==> config.mk <==
export PLATFORM = sky130hd
export DESIGN_NAME = alu_op_sequencer
export DESIGN_NICKNAME = d
export VERILOG_FILES = /design/src/rtl/alu_pkg.sv /design/src/rtl/alu_cmd_fifo.sv /design/src/rtl/alu_op_sequencer.sv
export SDC_FILE = /design/constraint.sdc
export NUM_CORES = 1
export LEC_CHECK = 0
export CAP_MARGIN = 20
export CORE_ASPECT_RATIO = 1.4
export CORE_MARGIN = 10
export CORE_UTILIZATION = 60
export CTS_BUF_LIST = sky130_fd_sc_hd__clkbuf_2
export CTS_CLUSTER_DIAMETER = 30
export DETAILED_ROUTE_END_ITERATION = 7
export PLACE_DENSITY = 0.93
export SETUP_SLACK_MARGIN = 0.02
export SLEW_MARGIN = 15
export SYNTH_ARGS = -nofsm -noshare
export SYNTH_HDL_FRONTEND = slang
export SYNTH_SLANG_ARGS = --single-unit
export TNS_END_PERCENT = 50
==> constraint.sdc <==
create_clock -name clk -period 5.5 [get_ports clk]
set_clock_uncertainty 0.05 [all_clocks]
set_input_delay 1.1 -clock clk [delete_from_list [all_inputs] [get_ports clk]]
set_output_delay 1.1 -clock clk [all_outputs]
set_load 0.05 [all_outputs]
==> src/rtl/alu_pkg.sv <==
// Shared opcodes, flag bit positions and sequencer state encoding for the ALU
// command-issue / result-capture stage.
package alu_pkg;

  localparam logic [2:0] OP_ADD = 3'b000;
  localparam logic [2:0] OP_SUB = 3'b001;
  localparam logic [2:0] OP_AND = 3'b010;
  localparam logic [2:0] OP_OR  = 3'b011;
  localparam logic [2:0] OP_XOR = 3'b100;
  localparam logic [2:0] OP_NOT = 3'b101;
  localparam logic [2:0] OP_SHL = 3'b110;
  localparam logic [2:0] OP_SHR = 3'b111;

  localparam int FLAG_C = 3;
  localparam int FLAG_V = 2;
  localparam int FLAG_N = 1;
  localparam int FLAG_Z = 0;

  typedef enum logic [1:0] {
    IDLE = 2'b00,
    EXEC = 2'b01,
    HOLD = 2'b10
  } seq_state_t;

endpackage

==> src/rtl/alu_cmd_fifo.sv <==
// Synchronous command FIFO; full/empty come from read/write pointers that
// carry one extra wrap bit.
module alu_cmd_fifo #(
  parameter int DATA_W = 36,
  parameter int DEPTH  = 4
) (
  input  logic              clk,
  input  logic              rst,
  input  logic              push,
  input  logic [DATA_W-1:0] push_data,
  input  logic              pop,
  output logic [DATA_W-1:0] pop_data,
  output logic              full,
  output logic              empty
);

  localparam int AW = $clog2(DEPTH);
  localparam logic [AW:0] PTR_ONE = {{AW{1'b0}}, 1'b1};

  logic [DATA_W-1:0] mem_r [DEPTH];
  logic [AW:0]       wr_ptr_r;
  logic [AW:0]       rd_ptr_r;
  logic              do_push_s;
  logic              do_pop_s;

  // A push into a full FIFO is refused even when a pop happens in the same cycle.
  assign do_push_s = push && !full;
  assign do_pop_s  = pop && !empty;
  assign empty     = (wr_ptr_r == rd_ptr_r);
  assign full      = (wr_ptr_r[AW] != rd_ptr_r[AW]) &&
                     (wr_ptr_r[AW-1:0] == rd_ptr_r[AW-1:0]);
  assign pop_data  = mem_r[rd_ptr_r[AW-1:0]];

  // Pointer update
  always_ff @(posedge clk) begin
    if (rst) begin
      wr_ptr_r <= {(AW+1){1'b0}};
      rd_ptr_r <= {(AW+1){1'b0}};
    end else begin
      if (do_push_s) begin
        wr_ptr_r <= wr_ptr_r + PTR_ONE;
      end
      if (do_pop_s) begin
        rd_ptr_r <= rd_ptr_r + PTR_ONE;
      end
    end
  end

  // Storage write
  always_ff @(posedge clk) begin
    if (!rst && do_push_s) begin
      mem_r[wr_ptr_r[AW-1:0]] <= push_data;
    end
  end

endmodule

==> src/rtl/alu_op_sequencer.sv <==
// Issues buffered commands to an external combinational ALU, captures its
// result with C/V/N/Z flags and keeps an accumulator for chained operations.
module alu_op_sequencer
  import alu_pkg::*;
#(
  parameter int WIDTH = 16,
  parameter int DEPTH = 4
) (
  input  logic             clk,
  input  logic             rst,
  input  logic             cmd_valid,
  output logic             cmd_ready,
  input  logic [2:0]       cmd_sel,
  input  logic [WIDTH-1:0] cmd_a,
  input  logic [WIDTH-1:0] cmd_b,
  input  logic             cmd_acc_a,
  output logic [WIDTH-1:0] alu_a,
  output logic [WIDTH-1:0] alu_b,
  output logic [2:0]       alu_sel,
  input  logic [WIDTH-1:0] alu_out,
  output logic             res_valid,
  input  logic             res_ready,
  output logic [WIDTH-1:0] res_data,
  output logic [3:0]       res_flags,
  output logic [WIDTH-1:0] acc_q,
  output logic             busy
);

  localparam int ENTRY_W = 2 * WIDTH + 4;

  seq_state_t         state_r;
  logic [WIDTH-1:0]   alu_a_r, alu_b_r, res_data_r, acc_r;
  logic [2:0]         alu_sel_r;
  logic               res_valid_r;
  logic [3:0]         flags_r, flags_s;
  logic               fifo_full_s, fifo_empty_s, push_s, pop_s;
  logic [ENTRY_W-1:0] push_data_s, pop_data_s;
  logic [WIDTH-1:0]   pop_a_s, pop_b_s;
  logic [2:0]         pop_sel_s;
  logic               pop_acc_s;
  logic [WIDTH:0]     sum_s;
  logic               carry_s, ovf_s;

  assign push_s      = cmd_valid && !fifo_full_s;
  assign push_data_s = {cmd_acc_a, cmd_sel, cmd_a, cmd_b};
  assign {pop_acc_s, pop_sel_s, pop_a_s, pop_b_s} = pop_data_s;
  assign pop_s = !fifo_empty_s &&
                 ((state_r == IDLE) || ((state_r == HOLD) && res_valid_r && res_ready));

  alu_cmd_fifo #(.DATA_W(ENTRY_W), .DEPTH(DEPTH)) u_fifo (
    .clk       (clk),
    .rst       (rst),
    .push      (push_s),
    .push_data (push_data_s),
    .pop       (pop_s),
    .pop_data  (pop_data_s),
    .full      (fifo_full_s),
    .empty     (fifo_empty_s)
  );

  // Flags derive from the registered operands, so they match what the ALU saw.
  always_comb begin
    sum_s   = {1'b0, alu_a_r} + {1'b0, alu_b_r};
    carry_s = 1'b0;
    ovf_s   = 1'b0;
    case (alu_sel_r)
      OP_ADD: begin
        carry_s = sum_s[WIDTH];
        ovf_s   = (alu_a_r[WIDTH-1] == alu_b_r[WIDTH-1]) && (alu_out[WIDTH-1] != alu_a_r[WIDTH-1]);
      end
      OP_SUB: begin
        carry_s = (alu_a_r < alu_b_r);
        ovf_s   = (alu_a_r[WIDTH-1] != alu_b_r[WIDTH-1]) && (alu_out[WIDTH-1] != alu_a_r[WIDTH-1]);
      end
      OP_SHL:  carry_s = alu_a_r[WIDTH-1];
      OP_SHR:  carry_s = alu_a_r[0];
      default: carry_s = 1'b0;
    endcase
    flags_s         = 4'b0000;
    flags_s[FLAG_C] = carry_s;
    flags_s[FLAG_V] = ovf_s;
    flags_s[FLAG_N] = alu_out[WIDTH-1];
    flags_s[FLAG_Z] = (alu_out == {WIDTH{1'b0}});
  end

  // Issue / capture / hand-off sequencer
  always_ff @(posedge clk) begin
    if (rst) begin
      state_r     <= IDLE;
      alu_a_r     <= {WIDTH{1'b0}};
      alu_b_r     <= {WIDTH{1'b0}};
      alu_sel_r   <= 3'b000;
      res_data_r  <= {WIDTH{1'b0}};
      acc_r       <= {WIDTH{1'b0}};
      flags_r     <= 4'b0000;
      res_valid_r <= 1'b0;
    end else begin
      case (state_r)
        IDLE: begin
          if (pop_s) begin
            alu_a_r   <= pop_acc_s ? acc_r : pop_a_s;
            alu_b_r   <= pop_b_s;
            alu_sel_r <= pop_sel_s;
            state_r   <= EXEC;
          end
        end
        EXEC: begin
          res_data_r  <= alu_out;
          acc_r       <= alu_out;
          flags_r     <= flags_s;
          res_valid_r <= 1'b1;
          state_r     <= HOLD;
        end
        HOLD: begin
          if (res_ready) begin
            res_valid_r <= 1'b0;
            if (pop_s) begin
              alu_a_r   <= pop_acc_s ? acc_r : pop_a_s;
              alu_b_r   <= pop_b_s;
              alu_sel_r <= pop_sel_s;
              state_r   <= EXEC;
            end else begin
              state_r <= IDLE;
            end
          end
        end
        default: state_r <= IDLE;
      endcase
    end
  end

  assign cmd_ready = !fifo_full_s;
  assign alu_a     = alu_a_r;
  assign alu_b     = alu_b_r;
  assign alu_sel   = alu_sel_r;
  assign res_valid = res_valid_r;
  assign res_data  = res_data_r;
  assign res_flags = flags_r;
  assign acc_q     = acc_r;
  assign busy      = (state_r != IDLE) || !fifo_empty_s;

endmodule

==> flow_metrics.env, run 1 <==
export IMPL_seq_power_share_pct=41.5
export IMPL_placed_cell_area_um2=9970
export IMPL_setup_tns_ns=0
export IMPL_hold_start="res_flags[2]"
export IMPL_grt_pass1_wl_um=31700
export IMPL_clockPowerShare_pct=18.5
export IMPL_max_stage_delay_ns=0.85
export IMPL_ys_types=43
export IMPL_path_buf_inv=1
export IMPL_cts_hold_buffers=0
export IMPL_grt_overflow_total=0
export IMPL_clk_path_buf_depth=3
export IMPL_comb_power_share_pct=40.0
export IMPL_p_int_mw=2.95
export IMPL_setup_violations=0
export IMPL_hold_path_class="register to register"
export IMPL_worstSetupPathType="register to primary output"
export IMPL_syn_nets=699
export IMPL_required_ns=4.35
export IMPL_dr_pass1_iters=5
export IMPL_p_sw_mw=2.04
export IMPL_grt_pass1_vias=5917
export IMPL_synthTopCellsByArea="edfxtp_1, dfxtp_1, mux4_2"
export IMPL_cts_root_buf="clkbuf_2"
export IMPL_gp_congestion=0.929
export IMPL_rows=51
export IMPL_ys_seq_area_share_pct=65.0
export IMPL_switching_share_pct=40.9
export IMPL_cts_tree="yes"
export IMPL_cp_arrival_ns=2.55
export IMPL_route_vias_total=5555
export IMPL_worst_setup_path_start_kind="register"
export IMPL_routed_wirelength_um=20300
export IMPL_worst_slew_pin_slew_ns=0.981
export IMPL_power_mw=4.99
export IMPL_period_minus_slack_ns=3.70
export IMPL_slew_headroom_pct=34.6
export IMPL_cp_startpoint="u_fifo.wr_ptr_r[2]"
export IMPL_synth_most_common_cell="edfxtp_1"
export IMPL_path_cells="xnor2_1 > nand3b_1 > clkdlybuf4s50_1"
export IMPL_io_pins=130
export IMPL_design_area_um2=10400
export IMPL_finalCoreUtilization_pct=74.0
export IMPL_avgSynthCellArea_um2=14.2
export IMPL_ys_async_sr_fraction_pct=0
export IMPL_antenna_found_initial=1
export IMPL_area_delta_synth_final_pct=20.1
export IMPL_p_per_area_nw_per_um2=480
export IMPL_slowest_stage="clkdlybuf4s50_1"
export IMPL_dieWidth_um=122
export IMPL_synth_flop_cell="edfxtp_1"
export IMPL_synth_edf_count=144
export IMPL_layout_nets=839
export IMPL_cts_resized=0
export IMPL_die_y_um=162
export IMPL_grt_start_max_net_pins=66
export IMPL_crit_family="buffers and inverters"
export IMPL_routed_via_density=5.73
export IMPL_rsz0062_at_grt="no"
export IMPL_synth_seq_cells=209
export IMPL_initialDrtViolationCount=420
export IMPL_core_area_um2=14000
export IMPL_hold_ws_ns=0.453
export IMPL_clk_pin_slew_worst_paths_ns=0.13
export IMPL_crit_path_max_fanout=4
export IMPL_synth_top_area_share_pct=50.0
export IMPL_ant_nets=0
export IMPL_grt_use_total_pct=20.5
export IMPL_htreeDepth=2
export IMPL_final_layout_size_suffix_gt1_share_pct=15.2
export IMPL_maxCapViolCount=0
export IMPL_drc=0
export IMPL_fin_crit_sh_pct=67.3
export IMPL_die_area_um2=19700
export IMPL_critPathCaptureType="primary output"
export IMPL_postCtsSetupRepairBufs=0
export IMPL_status="finished clean"
export IMPL_dp_hpwl_um=14300
export IMPL_fmax_mhz=270
export IMPL_syn_area_um2=8660
export IMPL_post_drt_wl_per_cell_um=21.0
export IMPL_layout_setup_ws_ns=1.80
export IMPL_drv_slew=0
export IMPL_pre_cts_slack_ns=2.29
export IMPL_numClockSinks=209
export IMPL_final_cells=969
export IMPL_p_leak_nw=3.68
export IMPL_place_inst=886
export IMPL_synthTopCellsByCount="edfxtp_1, nand2_1, dfxtp_1"
export IMPL_start_util_pct=61.7
export IMPL_clk_latency_ns=0.71
export IMPL_syn_inst=608
export IMPL_yosys_warnings=0
export IMPL_irDropWorstVdd_mv=0.432
export IMPL_port_buffers=129
export IMPL_hold_viol_final=0
export IMPL_cts_buffers=45
export IMPL_yosys_area_top_type="edfxtp_1"
## power groups by stage
stage	Combinational [mW]	Clock (mW)	Sequential [mW]
2_1_floorplan	1.08	0	2.42
4_1_cts	2.01	0.947	2.07
5_1_grt	2.15	1.02	2.09
3_5_place_dp	2.00	0	2.10
3_3_place_gp	1.94	0	2.09
6_report	2.00	0.925	2.07
## sequential cells by signal, summed over array words and instances (netlist names), named ones only
register and flops:
u_fifo.wr_ptr_r 3, acc_q 15, res_flags 4, u_fifo.rd_ptr_r 3, res_valid 1, alu_sel 3, alu_b 16, alu_a 16
state_r 2, u_fifo.mem_r 144
## tightest hold or removal path, delay by kind of cell (launching register included)
family,cells,cell delay (ns)
DFF,1,0.33
AOI/OAI and AO/OA,1,0.07
and+or+nand+nor,1,0.06
## logic make-up after synthesis
| family | count (synthesis) | synth area share, % |
|---|---|---|
| DFF | 209 | 65.0 |
| adders and majority gates | 35 | 5.06 |
| AOI/OAI and AO/OA | 89 | 6.35 |
| xor gates and xnor gates | 9 | 0.911 |
| muxes | 53 | 11.3 |
| and+or+nand+nor | 144 | 7.18 |
| buffers and inverters | 69 | 4.16 |
## area by class of cell
cell class	count	area [µm²]
tap	185	231
clock buffer	65	325
fill	906	3640
multi-input combinational	330	2670
inverter	24	90.1
clock inverter	17	93.8
sequential	209	5630
timing repair buffer	138	1350
antenna	1	2.50
## cells in the final DEF, fill, tap and decap left out, drive strengths merged, types with 2 or more instances in the layout
master and instances:
dfxtp 65, mux2i 16, o21ai 9, nor2 31, a21oi 50, clkinv 16
inv 24, nor2b 2, a21o 2, nor4 7, nand3b 2, xor2 4
nand2b 2, and2 5, nand4 3, clkdlybuf4s50 128, edfxtp 144, clkbuf 65
a211oi 17, buf 10, mux4 36, o31ai 2, ha 35, nand2 82
nor3 4, nand3 2, xnor2 5
## metal layers
layer  vias to the layer above  routed length (µm)  track usage, %
li1                       2551                   -               -
met1                      2762                7500            22.8
met2                       203               11100            37.1
met3                        39                1310            4.68
met4                         0                 461            7.61
met5                         -                   0               0
## worst paths after layout
kind / endpoint / slack, ns / cells past startpoint
min reg2reg: res_flags[2] / 0.45 / 2
max: cmd_ready / 1.80 / 3
max reg2reg: alu_a[5] / 2.93 / 4
min: res_flags[2] / 0.45 / 2
(Power assumes the default switching activity.)
==> run 2: changes to the inputs <==
--- a/config.mk
+++ b/config.mk
@@ -8,11 +8,11 @@
 export CAP_MARGIN = 20
 export CORE_ASPECT_RATIO = 1.4
 export CORE_MARGIN = 10
-export CORE_UTILIZATION = 60
+export CORE_UTILIZATION = 51
 export CTS_BUF_LIST = sky130_fd_sc_hd__clkbuf_2
 export CTS_CLUSTER_DIAMETER = 30
 export DETAILED_ROUTE_END_ITERATION = 7
-export PLACE_DENSITY = 0.93
+export PLACE_DENSITY = 0.85
 export SETUP_SLACK_MARGIN = 0.02
 export SLEW_MARGIN = 15
 export SYNTH_ARGS = -nofsm -noshare
==> constraint.sdc (replaced) <==
create_clock -name clk -period 3.28 [get_ports clk]
set_clock_uncertainty 0.05 [all_clocks]
set_input_delay 0.656 -clock clk [delete_from_list [all_inputs] [get_ports clk]]
set_output_delay 0.656 -clock clk [all_outputs]
set_load 0.05 [all_outputs]
==> flow_metrics.env, run 2 (synthesized netlist as in run 1, its figures left out) <==
export IMPL_hold_path_end="res_flags[2]"
export IMPL_fmax_mhz=355
export IMPL_critPathCaptureType="primary output"
export IMPL_drc=0
export IMPL_drv_slew=0
export IMPL_cts_buffers=46
export IMPL_power_mw=8.46
export IMPL_final_cell_mix="edfxtp_1, clkdlybuf4s50_1, nand2_1"
export IMPL_hold_viol_final=0
export IMPL_grt_overflow_total=0
export IMPL_post_drt_wl_per_cell_um=21.0
export IMPL_cts_root_buf="clkbuf_2"
export IMPL_routed_wirelength_um=20900
export IMPL_dp_hpwl_um=14800
export IMPL_port_buffers=129
export IMPL_p_int_mw=4.97
export IMPL_p_sw_mw=3.49
export IMPL_worst_setup_path_start_kind="register"
export IMPL_routed_via_density=5.65
export IMPL_cp_arrival_ns=2.11
export IMPL_clk_latency_ns=0.70
export IMPL_route_vias_total=5620
export IMPL_grt_use_total_pct=18.4
export IMPL_status="finished clean"
export IMPL_htreeDepth=2
export IMPL_design_area_um2=10500
export IMPL_clk_pin_slew_worst_paths_ns=0.11
export IMPL_r2r_start="u_fifo.wr_ptr_r[2]"
export IMPL_route_met3_wl_um=1610
export IMPL_seq_power_share_pct=41.1
export IMPL_max_stage_delay_ns=0.45
export IMPL_io_pins=130
export IMPL_grt_start_max_net_pins=65
export IMPL_clockPowerShare_pct=18.1
export IMPL_comb_power_share_pct=40.9
export IMPL_final_cells=994
export IMPL_fin_crit_sh_pct=85.9
export IMPL_p_leak_nw=3.72
export IMPL_dieWidth_um=130
export IMPL_hold_path_class="register to register"
export IMPL_die_y_um=174
export IMPL_setup_tns_ns=0
export IMPL_antenna_found_initial=2
export IMPL_place_inst=907
export IMPL_rsz0062_at_grt="no"
export IMPL_r2r_end="u_fifo.mem_r[2][16]"
export IMPL_setup_violations=0
export IMPL_period_minus_slack_ns=2.82
export IMPL_initialDrtViolationCount=429
export IMPL_numClockSinks=209
export IMPL_crit_path_max_fanout=4
export IMPL_area_delta_synth_final_pct=20.8
export IMPL_irDropWorstVdd_mv=0.462
export IMPL_slowest_stage="dlymetal6s2s_1"
export IMPL_layout_nets=843
export IMPL_maxCapViolCount=0
export IMPL_grt_pass1_wl_um=32400
export IMPL_largest_register_ffs=144
export IMPL_final_layout_size_suffix_gt1_share_pct=16.5
export IMPL_p_per_area_nw_per_um2=809
export IMPL_switching_share_pct=41.3
export IMPL_dr_wl_met2_um=11300
export IMPL_dr_pass1_iters=5
export IMPL_path_cells="xnor2_1 > nand3b_1 > dlymetal6s2s_1"
export IMPL_gp_congestion=0.984
export IMPL_placed_cell_area_um2=10000
export IMPL_die_area_um2=22700
export IMPL_worstSetupPathType="register to primary output"
export IMPL_top_layer="met4"
export IMPL_clk_path_buf_depth=3
export IMPL_grt_pass1_vias=6056
export IMPL_cts_hold_buffers=0
export IMPL_wl_met1_um=7270
export IMPL_r2r_cells=6
export IMPL_cts_tree="yes"
export IMPL_hold_start="res_flags[2]"
export IMPL_required_ns=2.57
export IMPL_start_util_pct=51.7
export IMPL_min_path_cells=2
export IMPL_final_common_cell="edfxtp_1"
export IMPL_ant_nets=0
export IMPL_core_area_um2=16700
export IMPL_rrSetupSlack_ns=0.91
export IMPL_worst_slew_pin_slew_ns=0.955
export IMPL_slew_headroom_pct=36.4
export IMPL_rows=56
[run 2: metrics by stage]
stage	hold slack, ns	utilization (%)	setup slack, ns
after floorplan	0.430	-	0.399
after global placement	0.426	59.9	0.804
after detailed placement	0.436	59.9	0.729
after CTS	0.443	62.4	0.0276
after global routing	0.469	62.4	0.295
final	0.452	62.4	0.463
[run 2: layout make-up]
cell class	instances	area, µm²
clock buffer	72	360
sequential	209	5630
multi-input combinational	330	2670
timing repair buffer	141	1390
clock inverter	13	53.8
fill	1183	6290
antenna	2	5.00
inverter	24	90.1
tap	203	254
[run 2: timing repair]
action                     4_1_cts  5_1_grt
buffers inserted                 0        0
gates resized for setup          0        2
setup endpoints to repair        0        2
[run 2: how the worst max path moves through the flow]
stage               cells after the start          startpoint                  end
global route                            3  u_fifo.wr_ptr_r[2]            cmd_ready
floorplan                               5  u_fifo.wr_ptr_r[2]   u_fifo.mem_r[0][0]
CTS                                     3  u_fifo.wr_ptr_r[2]            cmd_ready
global placement                        5           cmd_valid  u_fifo.mem_r[2][13]
finish                                  3  u_fifo.wr_ptr_r[2]            cmd_ready
detailed placement                      5           cmd_valid  u_fifo.mem_r[2][12]
[run 2: layer usage]
metal | track usage (%) | up-vias
met5 | 0 | -
met4 | 8.55 | 0
met3 | 4.96 | 64
met2 | 32.3 | 260
met1 | 19.8 | 2745
li1 | - | 2551
[run 2: critical path: cells and delay by family, from the launching register on]
kind	cells	cell delay, ns
flops	1	0.35
buf+inv	1	0.45
simple gates	1	0.24
xor+xnor	1	0.38
[run 2: power by group through the flow]
stage | combinational, mW | clock [mW] | sequential (mW)
after floorplan | 1.82 | 0 | 4.07
after global placement | 3.31 | 0 | 3.51
after detailed placement | 3.45 | 0 | 3.53
after CTS | 3.47 | 1.56 | 3.47
after global routing | 3.71 | 1.68 | 3.51
final | 3.46 | 1.53 | 3.47
==> run 3: changes to the inputs <==
--- a/config.mk
+++ b/config.mk
@@ -7,11 +7,12 @@
 export LEC_CHECK = 0
 export CAP_MARGIN = 20
 export CORE_ASPECT_RATIO = 1.4
-export CORE_MARGIN = 10
+export CORE_MARGIN = 8
 export CORE_UTILIZATION = 51
 export CTS_BUF_LIST = sky130_fd_sc_hd__clkbuf_2
 export CTS_CLUSTER_DIAMETER = 30
 export DETAILED_ROUTE_END_ITERATION = 7
+export MAX_ROUTING_LAYER = met4
 export PLACE_DENSITY = 0.85
 export SETUP_SLACK_MARGIN = 0.02
 export SLEW_MARGIN = 15
==> flow_metrics.env, run 3 (synthesized netlist as in run 1, its figures left out) <==
export IMPL_p_per_area_nw_per_um2=804
export IMPL_die_y_um=170
export IMPL_clk_pin_slew_worst_paths_ns=0.11
export IMPL_fin_crit_sh_pct=90.3
export IMPL_drv_slew=0
export IMPL_routed_wirelength_um=20000
export IMPL_grt_pass1_vias=5809
export IMPL_r2r_end="u_fifo.mem_r[3][17]"
export IMPL_rsz0062_at_grt="no"
export IMPL_required_ns=2.57
export IMPL_grt_overflow_total=0
export IMPL_clk_path_buf_depth=3
export IMPL_worstSetupPathType="register to primary output"
export IMPL_die_area_um2=21500
export IMPL_io_pins=130
export IMPL_layout_nets=842
export IMPL_grt_start_max_net_pins=65
export IMPL_final_layout_size_suffix_gt1_share_pct=16.1
export IMPL_irDropWorstVdd_mv=0.436
export IMPL_status="finished clean"
export IMPL_placed_cell_area_um2=10000
export IMPL_p_leak_nw=3.72
export IMPL_cts_tree="yes"
export IMPL_dr_pass1_iters=5
export IMPL_crit_end="cmd_ready"
export IMPL_worst_setup_path_start_kind="register"
export IMPL_ant_nets=0
export IMPL_cts_buffers=46
export IMPL_initialDrtViolationCount=380
export IMPL_start_util_pct=51.9
export IMPL_design_area_um2=10500
export IMPL_worst_slew_pin_slew_ns=0.985
export IMPL_antenna_found_initial=2
export IMPL_area_delta_synth_final_pct=20.8
export IMPL_routed_via_density=5.52
export IMPL_dieWidth_um=126
export IMPL_cts_root_buf="clkbuf_2"
export IMPL_final_cell_mix="edfxtp_1, clkdlybuf4s50_1, nand2_1"
export IMPL_fmax_mhz=337
export IMPL_setup_tns_ns=0
export IMPL_r2r_start="u_fifo.rd_ptr_r[2]"
export IMPL_htreeDepth=2
export IMPL_r2r_cells=6
export IMPL_clk_latency_ns=0.72
export IMPL_crit_path_max_fanout=4
export IMPL_grt_use_total_pct=18.9
export IMPL_hold_viol_final=0
export IMPL_period_minus_slack_ns=2.96
export IMPL_critPathCaptureType="primary output"
export IMPL_route_vias_total=5482
export IMPL_rrSetupSlack_ns=0.88
export IMPL_cts_hold_buffers=0
export IMPL_maxCapViolCount=0
export IMPL_drc=0
export IMPL_slew_headroom_pct=34.4
export IMPL_largest_register_ffs=144
export IMPL_rows=56
export IMPL_gp_congestion=0.822
export IMPL_setup_violations=0
export IMPL_port_buffers=129
export IMPL_grt_pass1_wl_um=30600
export IMPL_core_area_um2=16700
export IMPL_dp_hpwl_um=13800
export IMPL_hold_path_class="register to register"
export IMPL_cp_arrival_ns=2.26
export IMPL_numClockSinks=209
export IMPL_final_common_cell="edfxtp_1"
export IMPL_cp_startpoint="u_fifo.rd_ptr_r[2]"
export IMPL_post_drt_wl_per_cell_um=20.1
## run 3: through the flow
stage	cells	power (mW)	setup WS, ns	util (%)	hold WS, ns
floorplan	608	5.88	0.399	-	0.430
global placement	906	6.81	0.806	60.2	0.395
detailed placement	906	6.93	0.734	60.2	0.396
CTS	992	8.46	0.104	62.7	0.412
global route	994	8.84	0.148	62.7	0.412
finish	994	8.41	0.317	62.7	0.414
## run 3: layout make-up
cell class              instances  area (µm²)
fillers                      1209        6220
flip-flops and latches        209        5630
multi-input cells             330        2670
repair buffers                140        1400
clock buffers                  73         365
well taps                     203         254
inverters                      24        90.1
clock inverters                13        51.3
diodes                          2        5.00
## run 3: worst min-delay path by stage
stage,to,cells after the start,startpoint,slack [ns]
floorplan,register,2,u_fifo.rd_ptr_r[1],0.43
global placement,res_flags[2],2,res_flags[2],0.40
detailed placement,res_flags[2],2,res_flags[2],0.40
CTS,res_flags[2],2,res_flags[2],0.41
global route,acc_q[10],3,alu_out[10],0.41
finish,res_flags[2],2,res_flags[2],0.41
## run 3: power breakdown
group | switching (mW) | leakage [nW] | total, mW | internal, mW
combinational | 2.12 | 1.55 | 3.40 | 1.28
clock | 0.948 | 0.328 | 1.53 | 0.586
sequential | 0.368 | 1.84 | 3.48 | 3.11
total | 3.44 | 3.72 | 8.41 | 4.97
## run 3: timing repair
| item | CTS | global route |
|---|---|---|
| buffers inserted | 0 | 0 |
| endpoints found under the setup margin | 1 | 1 |
| resized for setup | 1 | 1 |
## run 3: critical path: stages, from the launching register on
cell	delay [ns]
dfxtp_1	0.36
xnor2_1	0.38
nand3b_1	0.24
dlygate4sd2_1	0.56
## run 3: layer usage
layer  GRT usage [%]  wire length [µm]
met2            33.4             10700
met4            7.77               571
met5               -                 0
met1            19.5              7350
met3            5.23              1420
